**config.mk**
```make
export PLATFORM = sky130hd
export DESIGN_NAME = execute_stage_pipelined
export DESIGN_NICKNAME = d
export VERILOG_FILES = /design/src/rtl/execute_stage_pipelined.sv
export SDC_FILE = /design/constraint.sdc
export NUM_CORES = 1
export LEC_CHECK = 0
export CELL_PAD_IN_SITES_DETAIL_PLACEMENT = 1
export CELL_PAD_IN_SITES_GLOBAL_PLACEMENT = 1
export CORE_MARGIN = 2
export CORE_UTILIZATION = 35
export DETAILED_ROUTE_END_ITERATION = 8
export PLACE_DENSITY = 0.79
export SYNTH_ARGS = -nofsm -noshare
export SYNTH_HDL_FRONTEND = slang
export SYNTH_SLANG_ARGS = --single-unit
export TNS_END_PERCENT = 5
```
**constraint.sdc**
```tcl
create_clock -name clk -period 5.3 [get_ports clk]
set_input_delay 1.06 -clock clk [delete_from_list [all_inputs] [get_ports clk]]
set_output_delay 1.06 -clock clk [all_outputs]
set_load 0.01 [all_outputs]
```
**src/rtl/execute_stage_pipelined.sv**
```systemverilog
// Execute stage with EX/MEM register: forwarding, ALU, branch/JALR redirect, flush.
// Define EXECUTE_STAGE_MDU_EN to build the iterative multiply/divide unit.
module execute_stage_pipelined #(
   parameter int unsigned XLEN  = 32,
   parameter int unsigned CNT_W = $clog2(XLEN) + 1
) (
   input  logic            clk,
   input  logic            rst_n,
   input  logic            ValidE,
   input  logic            RegWriteE,
   input  logic            MemWriteE,
   input  logic            JumpE,
   input  logic            JalrE,
   input  logic            BranchE,
   input  logic            ALUSrcE,
   input  logic [1:0]      ResultSrcE,
   input  logic [3:0]      ALUControlE,
   input  logic [2:0]      BranchOpE,
   input  logic            MdEnE,
   input  logic [2:0]      MdOpE,
   input  logic [1:0]      ForwardAE,
   input  logic [1:0]      ForwardBE,
   input  logic [XLEN-1:0] RD1E,
   input  logic [XLEN-1:0] RD2E,
   input  logic [XLEN-1:0] PCE,
   input  logic [XLEN-1:0] ExtImmE,
   input  logic [XLEN-1:0] PCPlus4E,
   input  logic [4:0]      RdE,
   input  logic [XLEN-1:0] ResultW,
   input  logic            FlushE,
   output logic            BusyE,
   output logic            PCSrcE,
   output logic [XLEN-1:0] PCTargetE,
   output logic            RegWriteM,
   output logic            MemWriteM,
   output logic            ValidM,
   output logic            IllegalOpM,
   output logic [1:0]      ResultSrcM,
   output logic [XLEN-1:0] ALUResultM,
   output logic [XLEN-1:0] WriteDataM,
   output logic [XLEN-1:0] PCPlus4M,
   output logic [4:0]      RdM
);
   localparam int unsigned SHW = $clog2(XLEN);

   logic [XLEN-1:0] srca, writedata, srcb, aluresult, exresult, jalrsum;
   logic [SHW-1:0]  shamt;
   logic            taken, regwr, illegal;

   always_comb begin
      case (ForwardAE)
         2'b00:   srca = RD1E;
         2'b01:   srca = ResultW;
         2'b10:   srca = ALUResultM;
         default: srca = '0;
      endcase
      case (ForwardBE)
         2'b00:   writedata = RD2E;
         2'b01:   writedata = ResultW;
         2'b10:   writedata = ALUResultM;
         default: writedata = '0;
      endcase
   end

   assign srcb  = ALUSrcE ? ExtImmE : writedata;
   assign shamt = srcb[SHW-1:0];

   always_comb begin
      aluresult = '0;
      case (ALUControlE)
         4'b0000: aluresult = srca + srcb;
         4'b0001: aluresult = srca - srcb;
         4'b0010: aluresult = srca & srcb;
         4'b0011: aluresult = srca | srcb;
         4'b0100: aluresult = srca ^ srcb;
         4'b0101: aluresult = {{(XLEN-1){1'b0}}, ($signed(srca) < $signed(srcb))};
         4'b0110: aluresult = {{(XLEN-1){1'b0}}, (srca < srcb)};
         4'b0111: aluresult = srca << shamt;
         4'b1000: aluresult = srca >> shamt;
         4'b1001: aluresult = $unsigned($signed(srca) >>> shamt);
         default: aluresult = '0;
      endcase
   end

   // Branches compare the two forwarded registers, never the immediate.
   always_comb begin
      taken = 1'b0;
      case (BranchOpE)
         3'b000:  taken = (srca == writedata);
         3'b001:  taken = (srca != writedata);
         3'b100:  taken = ($signed(srca) <  $signed(writedata));
         3'b101:  taken = ($signed(srca) >= $signed(writedata));
         3'b110:  taken = (srca <  writedata);
         3'b111:  taken = (srca >= writedata);
         default: taken = 1'b0;
      endcase
   end

   assign jalrsum   = srca + ExtImmE;
   assign PCSrcE    = ValidE & ~FlushE & (JumpE | (BranchE & taken));
   assign PCTargetE = JalrE ? {jalrsum[XLEN-1:1], 1'b0} : (PCE + ExtImmE);

`ifdef EXECUTE_STAGE_MDU_EN
   typedef enum logic [1:0] {IDLE, RUN, DONE} state_t;
   state_t state, state_nx;

   logic [CNT_W-1:0] cnt;
   logic [XLEN-1:0]  acc, q, d, amag, bmag, mduresult;
   logic [XLEN:0]    trial;
   logic [1:0]       op;
   logic             neg_q, neg_r, issue, is_div, sgn, sgn_a, sgn_b, divzero, ovf;

   assign issue   = (state == IDLE) & ValidE & MdEnE & ~FlushE;
   assign is_div  = MdOpE[2];
   assign sgn     = is_div & ~MdOpE[0];
   assign sgn_a   = sgn & srca[XLEN-1];
   assign sgn_b   = sgn & writedata[XLEN-1];
   assign amag    = sgn_a ? -srca : srca;
   assign bmag    = sgn_b ? -writedata : writedata;
   assign divzero = is_div & (writedata == '0);
   assign ovf     = sgn & (srca == {1'b1, {(XLEN-1){1'b0}}}) & (writedata == '1);
   assign trial   = {acc, q[XLEN-1]} - {1'b0, d};

   always_ff @(posedge clk or negedge rst_n) begin
      if (!rst_n) state <= IDLE;
      else        state <= state_nx;
   end

   always_comb begin
      state_nx = state;
      BusyE    = 1'b0;
      case (state)
         IDLE: if (issue) begin
            BusyE    = 1'b1;
            state_nx = (divzero | ovf) ? DONE : RUN;
         end
         RUN: begin
            BusyE = 1'b1;
            if (FlushE)                        state_nx = IDLE;
            else if (cnt == CNT_W'(XLEN - 1))  state_nx = DONE;
         end
         default: state_nx = IDLE;
      endcase
   end

   // Special cases preload acc/q so the DONE-state sign fix yields the architectural result.
   always_ff @(posedge clk or negedge rst_n) begin
      if (!rst_n) begin
         cnt <= '0; acc <= '0; q <= '0; d <= '0;
         op <= '0; neg_q <= 1'b0; neg_r <= 1'b0;
      end else if (issue) begin
         cnt <= '0;
         op  <= MdOpE[2:1];
         if (divzero) begin
            acc <= srca; q <= '1; neg_q <= 1'b0; neg_r <= 1'b0;
         end else if (ovf) begin
            acc <= '0; q <= srca; neg_q <= 1'b0; neg_r <= 1'b0;
         end else if (is_div) begin
            acc <= '0; q <= amag; d <= bmag; neg_q <= sgn_a ^ sgn_b; neg_r <= sgn_a;
         end else begin
            acc <= '0; q <= writedata; d <= srca; neg_q <= 1'b0; neg_r <= 1'b0;
         end
      end else if (state == RUN) begin
         cnt <= cnt + CNT_W'(1);
         if (!op[1]) begin
            if (q[0]) acc <= acc + d;
            d <= d << 1;
            q <= q >> 1;
         end else if (!trial[XLEN]) begin
            acc <= trial[XLEN-1:0];
            q   <= {q[XLEN-2:0], 1'b1};
         end else begin
            acc <= {acc[XLEN-2:0], q[XLEN-1]};
            q   <= {q[XLEN-2:0], 1'b0};
         end
      end
   end

   always_comb begin
      if (!op[1])     mduresult = acc;
      else if (!op[0]) mduresult = neg_q ? -q : q;
      else            mduresult = neg_r ? -acc : acc;
   end

   assign exresult = MdEnE ? mduresult : aluresult;
   assign regwr    = RegWriteE;
   assign illegal  = 1'b0;
`else
   logic             unused_mdop;
   logic [CNT_W-1:0] unused_cnt;

   assign unused_mdop = ^MdOpE;
   assign unused_cnt  = '0;
   assign BusyE       = 1'b0;
   assign exresult    = MdEnE ? '0 : aluresult;
   assign regwr       = RegWriteE & ~MdEnE;
   assign illegal     = MdEnE;
`endif

   // Bubbles clear only the control bits; data fields hold their last value.
   always_ff @(posedge clk or negedge rst_n) begin
      if (!rst_n) begin
         RegWriteM  <= 1'b0;
         MemWriteM  <= 1'b0;
         ValidM     <= 1'b0;
         IllegalOpM <= 1'b0;
         ResultSrcM <= '0;
         ALUResultM <= '0;
         WriteDataM <= '0;
         PCPlus4M   <= '0;
         RdM        <= '0;
      end else if (BusyE | FlushE | ~ValidE) begin
         RegWriteM  <= 1'b0;
         MemWriteM  <= 1'b0;
         ValidM     <= 1'b0;
         IllegalOpM <= 1'b0;
      end else begin
         RegWriteM  <= regwr;
         MemWriteM  <= MemWriteE;
         ValidM     <= 1'b1;
         IllegalOpM <= illegal;
         ResultSrcM <= ResultSrcE;
         ALUResultM <= exresult;
         WriteDataM <= writedata;
         PCPlus4M   <= PCPlus4E;
         RdM        <= RdE;
      end
   end
endmodule
```
* Word-level counts from Yosys, hierarchy flattened
Index checks and enable logic that the tools add are counted.
Widths: inputs -> output; s select.
** Cells by class
- Add/subtract/negate cells :: 4
- Magnitude comparators :: 6
- Equal/unequal tests :: 20
- Shifts and indexed selects :: 3
- Multiplexer cells :: 11
- Bitwise logic cells :: 12
- Reductions and logical operators :: 4
** Operator list (count)
- $pmux 32 s10 :: 1
- $pmux 32 s3 :: 2
- $lt 32x32->1 :: 4
- $add 32x32->32 :: 3
- $mux 32 :: 3
- $ge 32x32->1 :: 2
- $and 32x32->32 :: 1
- $eq 32x32->1 :: 1
- $ne 32x32->1 :: 1
- $or 32x32->32 :: 1
- $shl 32x5->32 :: 1
- $shr 32x5->32 :: 1
- $sshr 32x5->32 :: 1
- $sub 32x32->32 :: 1
- $xor 32x32->32 :: 1
- $eq 4x3->1 const B :: 4
- $eq 3x3->1 const B :: 4
- $eq 4x2->1 const B :: 2
- $eq 4x4->1 const B :: 2
- $pmux 1 s6 :: 1
- $and 1x1->1 :: 4
- $eq 2x1->1 const B :: 2
- $eq 2x2->1 const B :: 2
- $eq 4x1->1 const B :: 1
- other kinds (7) :: 14
** Word-level totals
- Register bits after elaboration :: 107
- Input bits :: 224

* Longest topological paths before layout
Gate-level depths: netlist of the first run.
- Word-level depth :: 7
- Depth in mapped cells :: 21
- Depth with buffers taken out :: 16

* Least setup slack after synthesis of the first run
No wires, ideal clock.
- Path type :: in2out
- Start :: input port ForwardAE[1]
- End :: output port PCTargetE[31]
- Data arrival time :: 4.347 ns
- Required time :: 4.240 ns
- Path slack :: -0.107 ns
- Cell stages on the path :: 14
- Path buffers :: 2
- Path through :: buf_4 > buf_4 > mux2i_1 > o2bb2ai_1 > ha_1 > o2111a_1 > a221oi_1 > a2111oi_4 > nor2_1 > nor4b_1 > nor2_1 > mux2i_1 > o22ai_1 > xor2_1
** On the way
- Cells in the longest elaborated chain, start to end :: 4
- Elaborated cells on any way between the ends :: 6
- Classes of those cells :: 1 x add/sub; 2 x eq/ne; 2 x mux; 1 x reduce/logical
** RTL lines
- start: declaration :: RTL line 21 : input logic [1:0] ForwardAE,
- $eq 2x2->1, or another cell as far along :: RTL line 51 : case (ForwardAE)
- $pmux 32 s3 (*) :: RTL line 51
- $add 32x32->32 (*) :: RTL line 99 : assign jalrsum = srca + ExtImmE;
- $mux 32 (*) :: RTL line 101 : assign PCTargetE = JalrE ? {jalrsum[XLEN-1:1], 1'b0} : (PCE + ExtImmE);
- end: declaration :: RTL line 33 : output logic [XLEN-1:0] PCTargetE,
Mark *: on every way between the ends. The rest lies on a longest branch, timed or not.

* Worst setup path in the final report of the first run
- Start :: input port ForwardAE[1]
- End :: output port PCTargetE[29]
Same word-level chain as after synthesis.

==> results of run 1 <==
kinds of logic after synthesis:
logic type | share of synthesized area (%)
xor+xnor | 3.38
other cells | 0.0198
flops | 14.2
buf+inv | 6.93
fa+ha+maj | 13.0
compound gates | 29.6
simple gates | 19.7
mux | 13.2
sequential cells by signal, indices dropped and copies added, names as in the netlist:
| register | flops |
|---|---|
| ValidM | 1 |
| PCPlus4M | 32 |
| RegWriteM | 1 |
| IllegalOpM | 1 |
| ResultSrcM | 2 |
| ALUResultM | 32 |
| WriteDataM | 32 |
| RdM | 5 |
| MemWriteM | 1 |
routing by layer:
| metal | GRT usage (%) | wire length, um | up-vias |
|---|---|---|---|
| met3 | 7.11 | 8320 | 297 |
| met5 | 0 | 0 | - |
| met1 | 47.9 | 46200 | 12600 |
| met4 | 20.6 | 6840 | 0 |
| li1 | - | - | 11100 |
| met2 | 68.2 | 55500 | 1154 |
critical path, stage by stage:
cell       delay [ns]
buf_8            0.09
buf_12           0.11
mux2i_1          0.45
o2bb2ai_4        0.15
ha_4             0.31
buf_4            0.11
nand3_1          0.09
nand2_2          0.10
a221oi_4         0.08
a2111oi_4        0.45
nor3_2           0.10
nor3_2           0.31
a41oi_2          0.25
buf_4            0.21
o41ai_4          0.22
xor2_1           0.22
a32o_1           0.15
buf_2            0.14
repair_timing:
item                       CTS  global route
buffers inserted            15            19
pin swaps                   29            50
resized for setup          143           106
hold buffers                 0             0
gates cloned                 1             1
setup endpoints to repair   29            34
Yosys cell counts, drive strengths merged, types with 16 or more instances:
library cell  instances
nor3                 51
dfrtp               107
nand2b               21
xnor2                45
a21o                 71
a221oi               21
a31oi                34
buf                  71
ha                  190
nand4                20
o31ai                20
nand2               368
nor2b                25
a211oi               33
and3                 16
o21ai               182
xor2                 28
o2bb2ai              34
clkbuf               99
mux2i               188
inv                 136
nor2                229
nand3                50
a22oi                19
o211ai               35
mux2                 54
or3                  16
o21bai               17
a21oi               232
o22ai                24
through the flow:
step	cells	total power [mW]	setup TNS (ns)
final	4098	5.36	-2.40
after global routing	4096	5.60	-4.69
after CTS	4074	5.20	-3.04
after detailed placement	4044	4.39	-20.43
after global placement	4044	4.30	-18.27
after floorplan	2618	2.65	-0.0434
how the worst min path moves through the flow:
stage                     cells past startpoint           from            end  slack [ns]
after CTS                                     2  WriteDataM[2]  WriteDataM[2]        0.49
final                                         2   PCPlus4M[24]   PCPlus4M[24]        0.48
after detailed placement                      2   PCPlus4M[16]   PCPlus4M[16]        0.47
after global routing                          2   PCPlus4M[17]   PCPlus4M[17]        0.52
after global placement                        2   PCPlus4M[18]   PCPlus4M[18]        0.46
after floorplan                               2    PCPlus4M[0]    PCPlus4M[0]        0.51
final cells by class:
type	count	area (um^2)	area share, %
multi-input combinational	2201	15700	55.8
clock inverter	6	62.6	0.223
timing repair buffer	934	8040	28.6
clock buffer	9	225	0.801
tap	696	871	3.10
sequential	107	2680	9.53
inverter	140	526	1.87
antenna	5	12.5	0.0445
power breakdown:
| part | internal (mW) | total (mW) | switching [mW] | leakage, nW |
|---|---|---|---|---|
| sequential | 0.894 | 0.956 | 0.0613 | 1.40 |
| combinational | 1.60 | 3.67 | 2.06 | 11.7 |
| clock | 0.329 | 0.737 | 0.408 | 0.141 |
==> results.yml, run 1 <==
run_status:
  status: "complete, but fails checks"
  violations: "setup timing"
route:
  ant_nets: 0
  wl_per_cell_um: 28.5
  drt_iter0_markers: 2062
  route.detailed.drc: 0
  vias_per_cell: 6.12
  drt-total-wl_mm: 117
  drt-pass1-iter-count: 5
  routed-via-count: 25100
final_layout:
  layout-drive-gt1-share_pct: 24.1
  nFillCells: 6611
  final_net_count: 3811
  fin_util_pct: 52.4
  mostFrequentLayoutCells: "buf_4, nand2_1, clkdlybuf4s50_1, nor2_1, a21oi_1"
  layout_commonest_cell: "buf_4"
  area_growth_pct: 48.6
  final_area_um2: 28100
timing:
  rsz0062_at_grt: "yes"
  final_hold_viol_count: 0
  hold_slack_ns: 0.484
  period_needed_ns: 5.66
  skew_ns: 0.0124
  slew_viol_final: 0
  worst_pin_slew_ns: 1.06
  slew_headroom_pct: 28.6
  setup_viol: 19
  post-route-period-util_pct: 107
  timing.fmax_ghz: 0.177
  finalWorstSetupSlack_ns: -0.356
power:
  power_per_cell_area_nw_per_um2: 191
  power.leakage_nw: 13.2
  ir_drop_uv: 190
synthesis:
  syn_avg_cell_area_um2: 7.23
  synth_cell_types: 92
  ys.flop_type: "dfrtp_1"
  syn-num-nets: 3036
  synth_area_um2: 18900
  synth_top_area_cell: "dfrtp_1"
  synth_top_area_share_pct: 14.2
  yosysWarningCount: 0
  ys_seq_area_share_pct: 14.2
  syn_inst: 2618
  synth_edf_count: 0
  synth_top_cells_by_area: "dfrtp_1, ha_1, mux2i_1"
  ys_seq_elements: 107
  async_flop_share_pct: 100
die:
  initial_utilization_pct: 35.3
  die_area_um2: 55900
  core_area_um2: 53600
  ios: 365
  rows: 85
  die-width_um: 237
  fp.dieH_um: 237
global_routing:
  gr-total-overflow: 0
  grt_max_degree: 67
  antenna_found_initial: 5
  grt_util_all_layers_pct: 39.9
  grt_pass1_wl_mm: 168
  grt_pass1_vias: 25600
worst_setup_path:
  worst_ep_arrival_time_ns: 4.60
  crit_type: "in2out"
  rr_endpoint: "ALUResultM[0]"
  crit_required_ns: 4.24
  r2r-start: "ALUResultM[3]"
  endpoint_kind: "output pin"
  path_max_fanout: 5
  crit_path_end: "PCTargetE[29]"
  worstRegToRegCells: 19
  startpoint: "ForwardAE[1]"
  r2r_slack_ns: 0.63
  start_kind: "input port"
clocking:
  clkSlewWorstSetupHoldPaths_ns: 0.08
  insertion_delay_ns: 0.42
  cts_made_buffers: 9
  cts_sinks: 107
  clock_path_buffers: 2
  htreeDepth: 3
  cts_root_buf: "clkbuf_16"
  cts_tree: "built"
place:
  dpl_worst_slack_ns: -1.13
  dpl_cell_area_um2: 26800
  place_congestion: 0.979
  port_buffers: 360
  dp_hpwl_mm: 93.0
flow_run:
  maxCapViolCount: 0
min_path:
  hp-class: "reg2reg"
(Power assumes the default switching activity.)
==> run 2, diff against run 1 <==
--- a/config.mk
+++ b/config.mk
@@ -5,12 +5,14 @@
 export SDC_FILE = /design/constraint.sdc
 export NUM_CORES = 1
 export LEC_CHECK = 0
+export CAP_MARGIN = 40
 export CELL_PAD_IN_SITES_DETAIL_PLACEMENT = 1
 export CELL_PAD_IN_SITES_GLOBAL_PLACEMENT = 1
 export CORE_MARGIN = 2
 export CORE_UTILIZATION = 35
 export DETAILED_ROUTE_END_ITERATION = 8
 export PLACE_DENSITY = 0.79
+export SLEW_MARGIN = 20
 export SYNTH_ARGS = -nofsm -noshare
 export SYNTH_HDL_FRONTEND = slang
 export SYNTH_SLANG_ARGS = --single-unit
==> run 2 against run 1 <==
Compared with the run above:
- the run still ends with setup timing left
- sequential power about the same
- utilization about the same
- clock power about the same
- via count decreased by 0.53%
- die area unchanged
- sequential cell count unchanged
- routed wire length decreased by 0.23%
- final area about the same
==> results.yml, run 2 (synthesis gave the netlist of run 1 again) <==
power:
  switching_power_mw: 2.53
  finalPower_mw: 5.35
  combPwrFrac_pct: 68.4
  internal-power_mw: 2.83
  seq_power_share_pct: 17.8
  swShare_pct: 47.2
  p_clk_share_pct: 13.8
  power_per_cell_area_nw_per_um2: 190
  power.leakage_nw: 13.2
  ir_drop_uv: 197
global_routing:
  antenna_found_initial: 4
  grt_pass1_wl_mm: 168
  grt_pass1_vias: 25700
  grt_max_degree: 67
  gr-total-overflow: 0
  grt_util_all_layers_pct: 39.9
die:
  core_area_um2: 53600
  initial_utilization_pct: 35.3
  die-width_um: 237
  rows: 85
  ios: 365
  die_area_um2: 55900
  fp.dieH_um: 237
clocking:
  insertion_delay_ns: 0.42
  cts_tree: "built"
  cts_sinks: 107
  clkSlewWorstSetupHoldPaths_ns: 0.08
  htreeDepth: 3
  cts_root_buf: "clkbuf_16"
  ctsHoldBuffers: 0
  cts_made_buffers: 9
  clock_path_buffers: 2
final_layout:
  final_area_um2: 28100
  final_net_count: 3806
  mostFrequentLayoutCells: "buf_4, nand2_1, clkdlybuf4s50_1, nor2_1, a21oi_1"
  seq_area_um2: 2680
  area_growth_pct: 48.5
  layout-drive-gt1-share_pct: 23.9
  multi_input_area_um2: 15700
  nFillCells: 6611
  fin_cells: 4091
  reg_top3: "ALUResultM x32, PCPlus4M x32, WriteDataM x32"
  layout_commonest_cell: "buf_4"
worst_setup_path:
  path_max_fanout: 7
  endpoint_kind: "output pin"
  r2r-start: "ALUResultM[1]"
  slowest_delay_ns: 0.50
  start_kind: "input port"
  worstRegToRegCells: 17
  worstPathCellList: "buf_4 > buf_6 > nor2b_4 > buf_12 > buf_12 > o2bb2ai_4 > ha_4 > o2111a_1 > nand4_2 > a2111oi_4 > nor3_2 > nor3_2 > a41oi_2 > buf_4 > o31ai_4 > xnor2_1 > a21oi_1 > buf_2"
  rr_endpoint: "ALUResultM[29]"
  r2r_slack_ns: 0.63
  slowest_stage: "a2111oi_4"
  crit_type: "in2out"
  crit_required_ns: 4.24
  cp_top_family: "compound AO/OA/AOI/OAI gates"
  worst_ep_arrival_time_ns: 4.47
  crit_buf_inv: 6
run_status:
  status: "complete, but fails checks"
  violations: "setup timing"
place:
  place_congestion: 0.979
  dp.cells: 4046
  dp_hpwl_mm: 92.9
  dpl_cell_area_um2: 26800
  port_buffers: 360
timing:
  worst_pin_slew_ns: 0.842
  setup_viol: 14
  final_hold_viol_count: 0
  timing.fmax_ghz: 0.181
  hold_slack_ns: 0.481
  period_needed_ns: 5.53
  slew_viol_final: 0
  rsz0062_at_grt: "yes"
  finalWorstSetupSlack_ns: -0.232
  setup_tns_ns: -2.17
  skew_ns: 0.0145
  slew_headroom_pct: 43.5
  post-route-period-util_pct: 104
route:
  drt-pass1-iter-count: 6
  ant_nets: 0
  vias_per_cell: 6.10
  drt-total-wl_mm: 117
  route.detailed.drc: 0
  routed-via-count: 24900
  drt_iter0_markers: 2003
  wl_per_cell_um: 28.5
min_path:
  whs_endpoint: "PCPlus4M[20]"
  hp-class: "reg2reg"
  whs_path_depth: 2
  worstHoldStart: "PCPlus4M[20]"
flow_run:
  maxCapViolCount: 0
## run 2: power groups by stage
stage	clock [mW]	combinational, mW	sequential [mW]
2_1_floorplan	0	1.65	0.993
3_3_place_gp	0	3.34	0.961
5_1_grt	0.774	3.87	0.960
3_5_place_dp	0	3.42	0.967
6_report	0.739	3.66	0.955
4_1_cts	0.750	3.50	0.952
## run 2: stage by stage
step                utilization, %  setup slack [ns]
floorplan                        -           -0.0309
global placement              49.9            -0.996
detailed placement            50.0             -1.16
CTS                           51.5            -0.273
global route                  52.4            -0.363
finish                        52.4            -0.232
## run 2: final cells by class
type / count / share of cell area, %
inverter: 140 / 1.87
tap: 696 / 3.10
antenna: 3 / 0.0267
sequential: 107 / 9.53
clock inverter: 6 / 0.223
clock buffer: 9 / 0.801
timing repair buffer: 929 / 28.6
multi-input combinational: 2201 / 55.9
## run 2: worst max-delay path by stage
stage	start	endpoint	depth (start not counted)
detailed placement	RD2E[1]	PCSrcE	18
finish	ForwardAE[1]	PCTargetE[25]	18
CTS	ForwardAE[1]	PCTargetE[31]	19
floorplan	ForwardBE[0]	PCSrcE	17
global route	RD1E[0]	PCSrcE	20
global placement	ResultW[0]	PCSrcE	18
## run 2: per-layer routing
metal	global-route usage (%)	wire, um	vias to the layer above
met5	0	11	-
met4	20.8	6720	2
met3	6.89	7750	289
met2	68.2	55300	1102
met1	47.9	46800	12500
li1	-	-	11000
## run 2: worst min-delay path, cell delays in order, from the launching register on
cell and delay (ns):
dfrtp_1 0.35, nand2_1 0.05, nand2_1 0.05
## run 2: what timing repair did
action	4_1_cts	5_1_grt
gates resized for setup	143	93
setup buffers	14	12
endpoints found under the setup margin	28	35
pin swaps	37	49
cloned	2	1
